===== src/rtl/vtg_pkg.sv =====
// ---------------------------------------------------------------------------
// vtg_pkg -- shared definitions for the video timing generator.
//
// Contents:
//   vtg_state_e : run-control FSM states (IDLE, RUN, DRAIN)
//   CNT_W       : width of the horizontal/vertical position counters
//   CNT_LIMIT   : largest H_TOTAL / V_TOTAL the counters can represent
//   vtg_stride(): byte distance between consecutive image rows
// ---------------------------------------------------------------------------
package vtg_pkg;

    typedef enum logic [1:0] {
        IDLE  = 2'd0,
        RUN   = 2'd1,
        DRAIN = 2'd2
    } vtg_state_e;

    localparam int CNT_W     = 12;
    localparam int CNT_LIMIT = 4096;

    // Row stride in bytes. With row_pad set, each row is padded to a 4-byte
    // boundary, as in an uncompressed BMP pixel array.
    function automatic int unsigned vtg_stride(input int unsigned h_active,
                                               input int unsigned bpp,
                                               input int unsigned row_pad);
        int unsigned raw;
        raw = h_active * bpp;
        if (row_pad != 0) begin
            return (raw + 32'd3) & ~32'd3;
        end
        return raw;
    endfunction

endpackage


===== src/rtl/vtg_addr_gen.sv =====
// ---------------------------------------------------------------------------
// vtg_addr_gen -- converts active-relative pixel coordinates into the byte
// address of that pixel inside an image array (header + padded rows).
// One register stage; the output rests at HDR_OFFSET whenever active_i is 0.
//
// Ports:
//   clk_i     : clock
//   rst_i     : asynchronous active-high reset
//   x_i       : active-relative column (0 .. H_ACTIVE-1)
//   y_i       : active-relative line   (0 .. V_ACTIVE-1)
//   active_i  : coordinates are inside the active picture
//   index_o   : HDR_OFFSET + row*STRIDE + x*BPP, registered, 32-bit wrap
// ---------------------------------------------------------------------------
module vtg_addr_gen
    import vtg_pkg::*;
#(
    parameter int H_ACTIVE   = 640,
    parameter int V_ACTIVE   = 480,
    parameter int BPP        = 3,
    parameter int HDR_OFFSET = 54,
    parameter int ROW_PAD    = 1,
    parameter int BOTTOM_UP  = 1
) (
    input  logic              clk_i,
    input  logic              rst_i,
    input  logic [CNT_W-1:0]  x_i,
    input  logic [CNT_W-1:0]  y_i,
    input  logic              active_i,
    output logic [31:0]       index_o
);

    localparam int unsigned STRIDE = vtg_stride(H_ACTIVE, BPP, ROW_PAD);

    logic [31:0] row_w;
    logic [31:0] index_d;
    logic [31:0] index_q;

    always_comb begin
        // Bottom-up storage keeps the last displayed line first in memory.
        if (BOTTOM_UP != 0) begin
            row_w = 32'(V_ACTIVE - 1) - {{(32-CNT_W){1'b0}}, y_i};
        end else begin
            row_w = {{(32-CNT_W){1'b0}}, y_i};
        end

        index_d = 32'(HDR_OFFSET);
        if (active_i) begin
            index_d = 32'(HDR_OFFSET) + row_w * STRIDE
                    + {{(32-CNT_W){1'b0}}, x_i} * 32'(BPP);
        end
    end

    always_ff @(posedge clk_i or posedge rst_i) begin
        if (rst_i) begin
            index_q <= 32'(HDR_OFFSET);
        end else begin
            index_q <= index_d;
        end
    end

    assign index_o = index_q;

endmodule


===== src/rtl/video_timing_gen.sv =====
// ---------------------------------------------------------------------------
// video_timing_gen -- raster timing generator with pixel byte addressing.
//
// Free-running h/v counters produce hsync/vsync, an active-pixel qualifier
// (href) and the byte address (index) of the current pixel in an image
// array. A run-control FSM starts frames on en and always finishes a frame
// once it has begun, even if en drops.
//
// Optional build macro: VTG_FRAME_CNT_EN -- when defined, frame_cnt counts
// completed frames (16-bit wrap); otherwise frame_cnt is constant 0.
//
// Ports:
//   clk         : clock
//   rst         : asynchronous active-high reset
//   en          : run request
//   hsync/vsync : sync outputs, asserted level HS_POL/VS_POL
//   href        : active-pixel qualifier
//   index       : byte address of the current pixel (HDR_OFFSET when href=0)
//   frame_start : one-cycle pulse at the first clock of a frame
//   frame_done  : one-cycle pulse at the last clock of a frame
//   frame_cnt   : completed-frame counter
//   dbg_state   : current FSM state, for observation only
//
// Stream contract: href/index form a valid-only stream with no back-pressure;
// index is meaningful exactly on cycles where href=1 and is consumed then.
//
// Latency: hsync/vsync/frame_start/frame_done lag the counters by one clock;
// href/index lag them by two (coordinate register + address register).
// ---------------------------------------------------------------------------
module video_timing_gen
    import vtg_pkg::*;
#(
    parameter int   H_ACTIVE   = 640,
    parameter int   H_FP       = 16,
    parameter int   H_SYNC     = 96,
    parameter int   H_BP       = 48,
    parameter int   V_ACTIVE   = 480,
    parameter int   V_FP       = 10,
    parameter int   V_SYNC     = 2,
    parameter int   V_BP       = 33,
    parameter logic HS_POL     = 1'b0,
    parameter logic VS_POL     = 1'b0,
    parameter int   BPP        = 3,
    parameter int   HDR_OFFSET = 54,
    parameter int   ROW_PAD    = 1,
    parameter int   BOTTOM_UP  = 1
) (
    input  logic        clk,
    input  logic        rst,
    input  logic        en,
    output logic        hsync,
    output logic        vsync,
    output logic        href,
    output logic [31:0] index,
    output logic        frame_start,
    output logic        frame_done,
    output logic [15:0] frame_cnt,
    output logic [1:0]  dbg_state
);

    localparam int H_TOTAL = H_ACTIVE + H_FP + H_SYNC + H_BP;
    localparam int V_TOTAL = V_ACTIVE + V_FP + V_SYNC + V_BP;

    localparam logic [CNT_W-1:0] H_MAX = CNT_W'(H_TOTAL - 1);
    localparam logic [CNT_W-1:0] V_MAX = CNT_W'(V_TOTAL - 1);

    // Active window bounds in 13 bits so an end bound of 4096 is exact.
    localparam logic [CNT_W:0] H_ACT_BEG = (CNT_W+1)'(H_SYNC + H_BP);
    localparam logic [CNT_W:0] H_ACT_END = (CNT_W+1)'(H_SYNC + H_BP + H_ACTIVE);
    localparam logic [CNT_W:0] V_ACT_BEG = (CNT_W+1)'(V_SYNC + V_BP);
    localparam logic [CNT_W:0] V_ACT_END = (CNT_W+1)'(V_SYNC + V_BP + V_ACTIVE);

    generate
        if (H_TOTAL > CNT_LIMIT || V_TOTAL > CNT_LIMIT || BPP < 1 || BPP > 4) begin : g_bad_cfg
            $fatal(1, "video_timing_gen: H_TOTAL/V_TOTAL must be <= 4096 and BPP in 1..4");
        end
    endgenerate

    vtg_state_e       state_q, state_d;
    logic [CNT_W-1:0] hcnt_q, hcnt_d;
    logic [CNT_W-1:0] vcnt_q, vcnt_d;

    logic running;
    logic last_h;
    logic last_v;
    logic frame_last;
    logic in_active;

    assign running    = (state_q != IDLE);
    assign last_h     = (hcnt_q == H_MAX);
    assign last_v     = (vcnt_q == V_MAX);
    assign frame_last = last_h && last_v;
    assign in_active  = running
                     && ({1'b0, hcnt_q} >= H_ACT_BEG) && ({1'b0, hcnt_q} < H_ACT_END)
                     && ({1'b0, vcnt_q} >= V_ACT_BEG) && ({1'b0, vcnt_q} < V_ACT_END);

    // -----------------------------------------------------------------------
    // FSM + counters: next-state logic
    // -----------------------------------------------------------------------
    always_comb begin
        state_d = state_q;
        hcnt_d  = hcnt_q;
        vcnt_d  = vcnt_q;

        case (state_q)
            IDLE:    if (en) state_d = RUN;
            RUN:     if (!en) state_d = DRAIN;
            // Re-request wins over stopping, so an en pulse landing on the
            // last clock of a frame continues straight into the next one.
            DRAIN: begin
                if (en) begin
                    state_d = RUN;
                end else if (frame_last) begin
                    state_d = IDLE;
                end
            end
            default: state_d = IDLE;
        endcase

        if (running) begin
            if (last_h) begin
                hcnt_d = '0;
                vcnt_d = last_v ? '0 : vcnt_q + 1'b1;
            end else begin
                hcnt_d = hcnt_q + 1'b1;
            end
        end else begin
            hcnt_d = '0;
            vcnt_d = '0;
        end
    end

    always_ff @(posedge clk or posedge rst) begin
        if (rst) begin
            state_q <= IDLE;
            hcnt_q  <= '0;
            vcnt_q  <= '0;
        end else begin
            state_q <= state_d;
            hcnt_q  <= hcnt_d;
            vcnt_q  <= vcnt_d;
        end
    end

    // -----------------------------------------------------------------------
    // Output stage 1: syncs, frame pulses, active-relative coordinates
    // -----------------------------------------------------------------------
    logic             hsync_q, vsync_q;
    logic             frame_start_q, frame_done_q;
    logic             active_q, href_q;
    logic [CNT_W-1:0] x_q, y_q;

    always_ff @(posedge clk or posedge rst) begin
        if (rst) begin
            hsync_q       <= ~HS_POL;
            vsync_q       <= ~VS_POL;
            frame_start_q <= 1'b0;
            frame_done_q  <= 1'b0;
            active_q      <= 1'b0;
            x_q           <= '0;
            y_q           <= '0;
            href_q        <= 1'b0;
        end else begin
            hsync_q       <= (running && hcnt_q < CNT_W'(H_SYNC)) ? HS_POL : ~HS_POL;
            vsync_q       <= (running && vcnt_q < CNT_W'(V_SYNC)) ? VS_POL : ~VS_POL;
            frame_start_q <= running && (hcnt_q == '0) && (vcnt_q == '0);
            frame_done_q  <= running && frame_last;
            active_q      <= in_active;
            x_q           <= hcnt_q - H_ACT_BEG[CNT_W-1:0];
            y_q           <= vcnt_q - V_ACT_BEG[CNT_W-1:0];
            // Stage 2: href waits for the address register to catch up.
            href_q        <= active_q;
        end
    end

    vtg_addr_gen #(
        .H_ACTIVE   (H_ACTIVE),
        .V_ACTIVE   (V_ACTIVE),
        .BPP        (BPP),
        .HDR_OFFSET (HDR_OFFSET),
        .ROW_PAD    (ROW_PAD),
        .BOTTOM_UP  (BOTTOM_UP)
    ) u_addr_gen (
        .clk_i    (clk),
        .rst_i    (rst),
        .x_i      (x_q),
        .y_i      (y_q),
        .active_i (active_q),
        .index_o  (index)
    );

`ifdef VTG_FRAME_CNT_EN
    logic [15:0] frame_cnt_q;

    // Advances on the same edge that raises frame_done.
    always_ff @(posedge clk or posedge rst) begin
        if (rst) begin
            frame_cnt_q <= '0;
        end else if (running && frame_last) begin
            frame_cnt_q <= frame_cnt_q + 16'd1;
        end
    end

    assign frame_cnt = frame_cnt_q;
`else
    assign frame_cnt = 16'd0;
`endif

    assign hsync       = hsync_q;
    assign vsync       = vsync_q;
    assign href        = href_q;
    assign frame_start = frame_start_q;
    assign frame_done  = frame_done_q;
    assign dbg_state   = state_q;

endmodule


===== config.mk =====
export PLATFORM = sky130hd
export DESIGN_NAME = video_timing_gen
export DESIGN_NICKNAME = d
export VERILOG_FILES = /design/src/rtl/vtg_pkg.sv /design/src/rtl/vtg_addr_gen.sv /design/src/rtl/video_timing_gen.sv
export SDC_FILE = /design/constraint.sdc
export NUM_CORES = 1
export LEC_CHECK = 0
export ABC_CLOCK_PERIOD_IN_PS = 8680
export CAP_MARGIN = 30
export CORE_ASPECT_RATIO = 1.4
export CORE_MARGIN = 1
export CORE_UTILIZATION = 48
export CTS_BUF_LIST = sky130_fd_sc_hd__clkbuf_4 sky130_fd_sc_hd__clkbuf_8 sky130_fd_sc_hd__clkbuf_16
export CTS_CLUSTER_SIZE = 8
export DETAILED_ROUTE_END_ITERATION = 12
export HOLD_SLACK_MARGIN = 0.1
export PLACE_DENSITY_LB_ADDON = 0.15
export RECOVER_POWER = 50
export SLEW_MARGIN = 20
export SYNTH_ARGS = -nofsm -noshare
export SYNTH_HDL_FRONTEND = slang
export SYNTH_SLANG_ARGS = --single-unit

===== constraint.sdc =====
create_clock -name clk -period 8.68 [get_ports clk]
set_clock_uncertainty 0.1 [all_clocks]
set_input_delay 1.736 -clock clk [delete_from_list [all_inputs] [get_ports clk]]
set_output_delay 1.736 -clock clk [all_outputs]
set_load 0.01 [all_outputs]

==> results of run 1 <==
-- critical path: cells and delay by family (launching register included) --
family | cells | cell delay (ns)
compound gates | 3 | 0.79
xor+xnor | 3 | 1.03
fa+ha+maj | 3 | 1.18
buf+inv | 1 | 0.04
flops | 1 | 0.46
mux | 1 | 0.10
simple gates | 5 | 1.07
-- routing by layer --
| metal | GRT usage (%) | vias up | wire length, um |
|---|---|---|---|
| li1 | - | 2161 | - |
| met1 | 20.0 | 2061 | 4420 |
| met2 | 33.0 | 76 | 5670 |
| met3 | 2.94 | 12 | 289 |
| met4 | 7.11 | 0 | 172 |
| met5 | 0 | - | 0 |
-- flip-flops by register name, summed over array words and instances, names as in the netlist --
| register | flops |
|---|---|
| u_addr_gen.index_o | 32 |
| hcnt_q | 12 |
| vcnt_q | 12 |
| x_q | 12 |
| y_q | 12 |
| dbg_state | 2 |
| active_q | 1 |
| frame_done | 1 |
| frame_start | 1 |
| href | 1 |
| hsync | 1 |
| vsync | 1 |
-- placed cells by master, fill, tap and decap left out, drive strengths merged, types with 3 or more instances in the layout --
cell type      synthesis  routed
inv                   84      88
dfrtp                 82      82
nor2                  70      70
ha                    45      45
clkdlybuf4s50          0      39
xnor2                 36      36
xor2                  34      34
nand2                 32      32
o21ai                 24      24
a21oi                 22      22
fa                    21      21
nand3                 19      19
conb                   1      16
a31oi                 11      11
nor3                  11      11
clkbuf                12      11
a211oi                10      10
and3                   8       8
nand2b                 6       6
nand4                  6       6
dfstp                  6       6
and2                   6       6
and4                   6       6
o211ai                 5       5
nor4                   4       4
o21a                   4       4
a21o                   4       4
or4                    3       3
or3                    3       3
a31o                   3       3
or2                    3       3
nor3b                  3       3
-- worst max-delay path by stage --
stage	from	endpoint	slack (ns)	depth (start not counted)
2_1_floorplan	y_q[5]	u_addr_gen.index_o[22]	4.20	16
3_3_place_gp	y_q[5]	u_addr_gen.index_o[22]	3.95	16
3_5_place_dp	y_q[5]	u_addr_gen.index_o[22]	3.73	16
4_1_cts	y_q[5]	u_addr_gen.index_o[22]	3.72	16
5_1_grt	y_q[5]	u_addr_gen.index_o[30]	3.40	16
6_report	y_q[5]	u_addr_gen.index_o[22]	3.76	16
-- kinds of logic (layout without fill, tap and decap cells) --
group                      count (synthesis)  count (layout)  share of synthesized area [%]
xor gates and xnor gates                  70              70                           10.2
other                                      1              16                         0.0614
and+or+nand+nor                          189             189                           15.8
muxes                                      2               2                          0.389
adders and majority gates                 67              67                           16.3
DFF                                       88              88                           36.2
buffers and inverters                    121             144                           9.01
AOI/OAI and AO/OA                        101             101                           12.2
-- report_power, final --
group	leakage, nW	switching, W	internal (W)
logic	1.95	0.0000462	0.0000314
registers	1.11	0.00000834	0.000420
clock network	0.148	0.000170	0.000209
total	3.21	0.000225	0.000661
-- final cells by class --
class / count / area, um^2 / area share, %
Clock inverter: 6 / 57.6 / 0.842
Inverter: 85 / 320 / 4.68
Timing Repair Buffer: 43 / 442 / 6.46
Clock buffer: 10 / 239 / 3.49
Sequential cell: 88 / 2210 / 32.3
Multi-Input combinational cell: 445 / 3380 / 49.5
Tap cell: 150 / 188 / 2.74
-- metrics by stage --
step	total power, W	utilization (%)	hold slack, ns
2_1_floorplan	0.000496	-	0.274
3_3_place_gp	0.000512	52.9	0.319
3_5_place_dp	0.000517	53.1	0.330
4_1_cts	0.000902	55.5	0.340
5_1_grt	0.000930	55.3	0.350
6_report	0.000886	55.3	0.339
==> parameters.txt, run 1 <==
Parameter                              Value

Route
  Wirelength, routed    10500 um
  Post-route antenna net violation count    0
  DRC violations left    0
  Iteration-0 DRC count of the detailed router    141
  Total vias in the final route    between 4000 and 5000
  Routed WL per cell    roughly 13 um
  Initial DRT Pass Iterations    5
  Ratio of routed vias to standard cells    5.21

Placed design
  Worst setup slack before clock tree synthesis    3.73 ns
  Detailed Place HPWL    8260 um
  Cells after DPL    approximately 810
  Count of input and output buffers    41
  GPL Wtd Cong    0.854
  Area post-placement    6570 um^2

Critical path
  Crit Reg-Reg Startpoint    y_q[5]
  Required arrival time at the worst endpoint    8.79 ns
  Critical Path Sink Type    flip-flop
  Worst Setup Path Type    reg -> reg
  Slowest-stage cell, CP    xor2_1
  Crit Path Max Fanout    8
  Worst stage delay on the critical path    0.59 ns
  CP startpoint kind    flip-flop
  Worst r2r dst    u_addr_gen.index_o[22]
  Worst reg-to-reg setup slack    3.76 ns
  Data arrival time of the critical path    5.03 ns
  R2R depth    16
  Critical Path, Cell by Cell    ha_1, nand3_1, xor2_1, xor2_1, xnor2_1, fa_1, inv_1, ha_1, nand2_1, o21ai_1, or4_1, o21ai_4, mux2i_2, a2111oi_4, and3_4, nor3_2

Synthesis
  Mapped Cells    639
  Post-synthesis cell type count    77
  Top FF cell, synth    dfrtp_1
  Proportion of synthesized chip area in sequential cells    between 30% and 40%
  Top-area cell type share of the netlist area    33.6%
  Syn Area/Cell    around 9.6 um^2
  Most repeated cell in the gate-level netlist after synthesis    inv_1
  Top cells by count, synth    inv_1 (84), dfrtp_1 (82), nor2_1 (69), ha_1 (45), xnor2_1 (36)
  Cell area after synthesis    6110 um^2
  Largest cells by area after synthesis    dfrtp_1 (34%), ha_1 (9.2%), fa_1 (6.9%)
  Yosys synthesis warning count    0
  Largest area contributor in the netlist    dfrtp_1
  Post-synthesis sequential element count    88
  Share of flip-flops with an asynchronous set or reset    between 90% and 100%
  Number of flops mapped to enable cells by yosys    0

Run status
  Violations in the final reports    max-capacitance violations, max-slew violations
  Result of the run    finished, violations left

Floorplanning
  Placeable core region    around 12000 um^2
  Starting utilization of the core area    49.4%
  Chip width    97.4 um
  Die outline area    13200 um^2
  Number of rows created at floorplan    48
  Height of the die    135 um
  Io pins    58

Clocking
  CTS root buffer    clkbuf_16
  # clock sinks    slightly below 90
  Hold buffer count at cts    0
  Clock H-tree levels    3
  Postcts setup bufs    0
  Maximum number of buffers from clock root to sink    2
  Clock-pin slew on the worst setup and hold paths    roughly 0.07 ns
  TritonCTS buffer count    9
  Insertion delay of the later-clocked pin in the worst-skew pair    0.34 ns
  TritonCTS clock tree    done
  Post-CTS Resized    0

Pwr
  Pwr/cell area    130 nW/um^2
  Worst voltage drop across the vdd grid    0.0000800 V
  Static power due to leakage    ~3.2 nW

STA
  Share of the cycle needed by the critical path after routing    56.7%
  Final count of negative-setup-slack endpoints    0
  Final Critical Period    4.92 ns
  Setup TNS Final    0 ns
  RSZ-0062 raised after global routing    no
  Hold Vio Cnt, Final    0
  Maximum clock frequency    about 200 MHz
  Post-route setup slack    3.76 ns
  Number of max-slew violations in the final report    41
  Max_slew headroom    -7.74%
  Worst slew pin tran    1.61 ns

Layout
  Diode insertion count for antenna repair    0
  Final standard cell count with taps included and fillers excluded    827
  Share of cells above drive strength 1    7.24%
  Finished Cell Area    6840 um^2
  Layout-stage area growth over the synthesis result    11.9%
  # nets final    741
  Layout filler cell count    1103

Worst hold path
  Number of cells on the worst hold path    0
  Worst min-delay path startpoint    hcnt_q[1]
  Worst min-delay path endpoint    x_q[1]
  Worst min-delay path class    reg -> reg

Global routing
  First-pass GRT wire length    19000 um
  Largest net degree at the start of global routing    63
  Gr usage total    between 10% and 20%
  Overflow left after global routing    0
  Via count of the first global-routing pass    ~4400
  Antenna violations before repair    0

Job
  Max capacitance violation total    2
No activity file was read; power rests on OpenSTA's default activity.
==> inputs of run 2 (changes only) <==
--- a/config.mk
+++ b/config.mk
@@ -5,7 +5,7 @@
 export SDC_FILE = /design/constraint.sdc
 export NUM_CORES = 1
 export LEC_CHECK = 0
-export ABC_CLOCK_PERIOD_IN_PS = 8680
+export ABC_CLOCK_PERIOD_IN_PS = 4400
 export CAP_MARGIN = 30
 export CORE_ASPECT_RATIO = 1.4
 export CORE_MARGIN = 1
==> constraint.sdc (replaced) <==
create_clock -name clk -period 4.4 [get_ports clk]
set_clock_uncertainty 0.1 [all_clocks]
set_input_delay 0.88 -clock clk [delete_from_list [all_inputs] [get_ports clk]]
set_output_delay 0.88 -clock clk [all_outputs]
set_load 0.01 [all_outputs]
==> run 2 against run 1 <==
- the run now ends clean
- wire length increased by 3.9%
- power increased by 99%
- fmax increased by 17%
- global-route usage increased by 0.34 points
- sequential cell count unchanged
- first-iteration DRC count increased by 2.1%
- worst setup slack got worse by 3.6 ns
- clock power increased by 100%
==> parameters.txt, run 2 (synthesis results as in run 1) <==
Parameter                              Value

Run status
  Result of the run    finished, final reports clean (was finished, violations left)

Pwr
  Worst voltage drop across the vdd grid    0.000185 V (was 0.0000800 V)
  Fraction of power consumed by sequential logic    48.1% (was 48.4%)
  Total internal power    0.00134 W (was 0.000661 W)
  NetSw    0.000418 W (was 0.000225 W)
  Pwr/cell area    251 nW/um^2 (was 130 nW/um^2)
  Static power due to leakage    3.30 nW (was 3.21 nW)
  Clk pwr share    43.2% (was 42.9%)
  Share of total power consumed by net switching    23.7% (was 25.4%)
  Combinational share of power    8.7% (was 8.8%)

Clocking
  Insertion delay of the later-clocked pin in the worst-skew pair    0.34 ns (about the same)
  TritonCTS clock tree    done (unchanged)
  TritonCTS buffer count    9 (unchanged)
  Clock H-tree levels    3 (unchanged)
  Clock-pin slew on the worst setup and hold paths    0.07 ns (about the same)
  CTS root buffer    clkbuf_16 (unchanged)
  Maximum number of buffers from clock root to sink    2 (unchanged)
  # clock sinks    88 (unchanged)

Worst hold path
  Worst min-delay path startpoint    hcnt_q[1] (unchanged)
  Worst min-delay path class    reg -> reg (unchanged)
  Number of cells on the worst hold path    0 (unchanged)
  Worst min-delay path endpoint    x_q[1] (unchanged)

Route
  Post-route antenna net violation count    0 (unchanged)
  Total vias in the final route    4353 (was 4310)
  Initial DRT Pass Iterations    6 (was 5)
  Routed WL per cell    13.0 um (was 12.7 um)
  DRC violations left    0 (unchanged)
  Ratio of routed vias to standard cells    5.16 (was 5.21)
  Iteration-0 DRC count of the detailed router    144 (was 141)
  Wirelength, routed    11000 um (was 10500 um)

Critical path
  Required arrival time at the worst endpoint    4.51 ns (was 8.79 ns)
  CP startpoint kind    flip-flop (unchanged)
  Slowest-stage cell, CP    fa_1 (was xor2_1)
  Crit Reg-Reg Startpoint    y_q[0] (was y_q[5])
  Critical Path Sink Type    flip-flop (unchanged)
  Crit Path Max Fanout    6 (was 8)
  Worst stage delay on the critical path    0.56 ns (was 0.59 ns)
  Worst Setup Path Type    reg -> reg (unchanged)
  Worst r2r dst    u_addr_gen.index_o[23] (was u_addr_gen.index_o[22])
  Critical Path, Cell by Cell    inv_1, fa_1, inv_1, fa_1, fa_2, fa_1, inv_1, ha_1, o21ai_2, o21ai_1, and4_1, and4_4, nand4_1, nor3b_2 (was ha_1, nand3_1, xor2_1, xor2_1, xnor2_1, fa_1, inv_1, ha_1, nand2_1, o21ai_1, or4_1, o21ai_4, mux2i_2, a2111oi_4, and3_4, nor3_2)
  R2R depth    14 (was 16)
  Worst reg-to-reg setup slack    0.18 ns (was 3.76 ns)
  Data arrival time of the critical path    4.32 ns (was 5.03 ns)

Global routing
  Antenna violations before repair    0 (unchanged)
  Gr usage total    18.0% (was 17.7%)
  Overflow left after global routing    0 (unchanged)
  First-pass GRT wire length    19400 um (was 19000 um)
  Largest net degree at the start of global routing    57 (was 63)
  Via count of the first global-routing pass    4436 (was 4381)

STA
  Number of max-slew violations in the final report    0 (was 41)
  Final Critical Period    4.22 ns (was 4.92 ns)
  Hold Vio Cnt, Final    0 (unchanged)
  Max_slew headroom    4.70% (was -7.74%)
  Worst slew pin tran    1.42 ns (was 1.61 ns)
  Final-layout worst hold slack    0.354 ns (was 0.339 ns)
  Maximum clock frequency    237 MHz (was 203 MHz)
  Share of the cycle needed by the critical path after routing    95.8% (was 56.7%)
  Final count of negative-setup-slack endpoints    0 (unchanged)
  Post-route setup slack    0.184 ns (was 3.76 ns)

Placed design
  Cells after DPL    826 (was 811)
  GPL Wtd Cong    0.870 (was 0.854)
  Count of input and output buffers    41 (unchanged)
  Detailed Place HPWL    8400 um (was 8260 um)
  Worst setup slack before clock tree synthesis    0.0202 ns (was 3.73 ns)

Layout
  Leading cell type in the layout, fill and taps excluded    dfrtp_1 (was inv_1)
  Diode insertion count for antenna repair    0 (unchanged)
  Number of flip-flops in the largest register    32 (unchanged)
  # nets final    757 (was 741)
  Commonest cells after routing, fill and taps aside    dfrtp_1 (82), inv_1 (81), nor2_1 (69) (was inv_1 (83), dfrtp_1 (82), nor2_1 (69))
  Final standard cell count with taps included and fillers excluded    843 (was 827)
  Layout-stage area growth over the synthesis result    15.0% (was 11.9%)
  Share of cells above drive strength 1    11.7% (was 7.24%)

Floorplanning
  Io pins    58 (unchanged)
  Number of rows created at floorplan    48 (unchanged)
  Die outline area    13200 um^2 (unchanged)
  Height of the die    135 um (unchanged)
  Placeable core region    12400 um^2 (unchanged)
  Chip width    97.4 um (unchanged)
  Starting utilization of the core area    49.4% (unchanged)

Job
  Max capacitance violation total    0 (was 2)
## run 2: changes by cell type in the layout (fill, tap and decap cells not counted), moves of 2 or more
cell | before | now
clkinvlp_4 | 0 | 2
o21ai_2 | 0 | 2
inv_1 | 83 | 81
inv_2 | 0 | 2
inv_8 | 2 | 0
inv_6 | 3 | 0
and2_0 | 4 | 1
ha_1 | 45 | 43
and2_1 | 2 | 5
and4_1 | 4 | 2
clkbuf_4 | 0 | 2
o21ai_0 | 14 | 12
buf_4 | 0 | 17
## run 2: worst max path at each step
stage	startpoint	end	slack, ns	cells after the start
floorplan	y_q[5]	u_addr_gen.index_o[22]	0.05	16
global placement	y_q[5]	u_addr_gen.index_o[22]	0.12	16
detailed placement	y_q[2]	u_addr_gen.index_o[23]	0.02	15
CTS	y_q[5]	u_addr_gen.index_o[26]	0.02	16
global route	y_q[5]	u_addr_gen.index_o[22]	-0.003	16
finish	y_q[0]	u_addr_gen.index_o[23]	0.18	14
## run 2: area by class of cell
type                    count  area [um^2]
flip-flops and latches     88         2210
multi-input cells         445         3470
repair buffers             59          543
clock inverters             5         58.8
well taps                 150          188
clock buffers              11          240
fillers                  1102         5350
inverters                  85          320
## run 2: repair_timing
item                                    CTS  global route
buffers inserted                          0             1
pin swaps                                 0             5
endpoints found under the setup margin    1            13
hold buffers                              0             0
gates resized for setup                   1            15
## run 2: critical path: cells and delay by family (launching register included)
kind            cells  cell delay [ns]
fa+ha+maj           5             2.35
flops               1             0.33
buf+inv             3             0.18
simple gates        4             0.84
compound gates      2             0.27
## run 2: metal layers
layer	GRT usage, %	share of wire [%]	vias to the layer above
met4	6.94	1.9	0
li1	-	-	2189
met1	20.3	42	2074
met5	0	0	-
met2	33.9	53	75
met3	2.89	2.5	15
## run 2: metrics by stage
stage	setup TNS (ns)	utilization [%]	total power (W)	area [um^2]
finish	0	56.8	0.00176	7030
global route	-0.00280	56.8	0.00185	7030
CTS	0	56.4	0.00178	6980
detailed placement	0	54.0	0.00102	6680
global placement	0	54.0	0.00101	6680
floorplan	0	-	0.000979	6170
## run 2: power groups by stage
stage / sequential [W] / clock (W) / combinational (W)
finish: 0.000848 / 0.000760 / 0.000153
global route: 0.000851 / 0.000821 / 0.000179
CTS: 0.000848 / 0.000779 / 0.000157
detailed placement: 0.000862 / 0 / 0.000156
global placement: 0.000861 / 0 / 0.000150
floorplan: 0.000860 / 0 / 0.000119
==> inputs of run 3 (changes only) <==
--- a/config.mk
+++ b/config.mk
@@ -16,7 +16,6 @@
 export HOLD_SLACK_MARGIN = 0.1
 export PLACE_DENSITY_LB_ADDON = 0.15
 export RECOVER_POWER = 50
-export SLEW_MARGIN = 20
 export SYNTH_ARGS = -nofsm -noshare
 export SYNTH_HDL_FRONTEND = slang
 export SYNTH_SLANG_ARGS = --single-unit
==> results of run 3 <==
No change in the layout: final DEF, timing and power equal those of run 2.
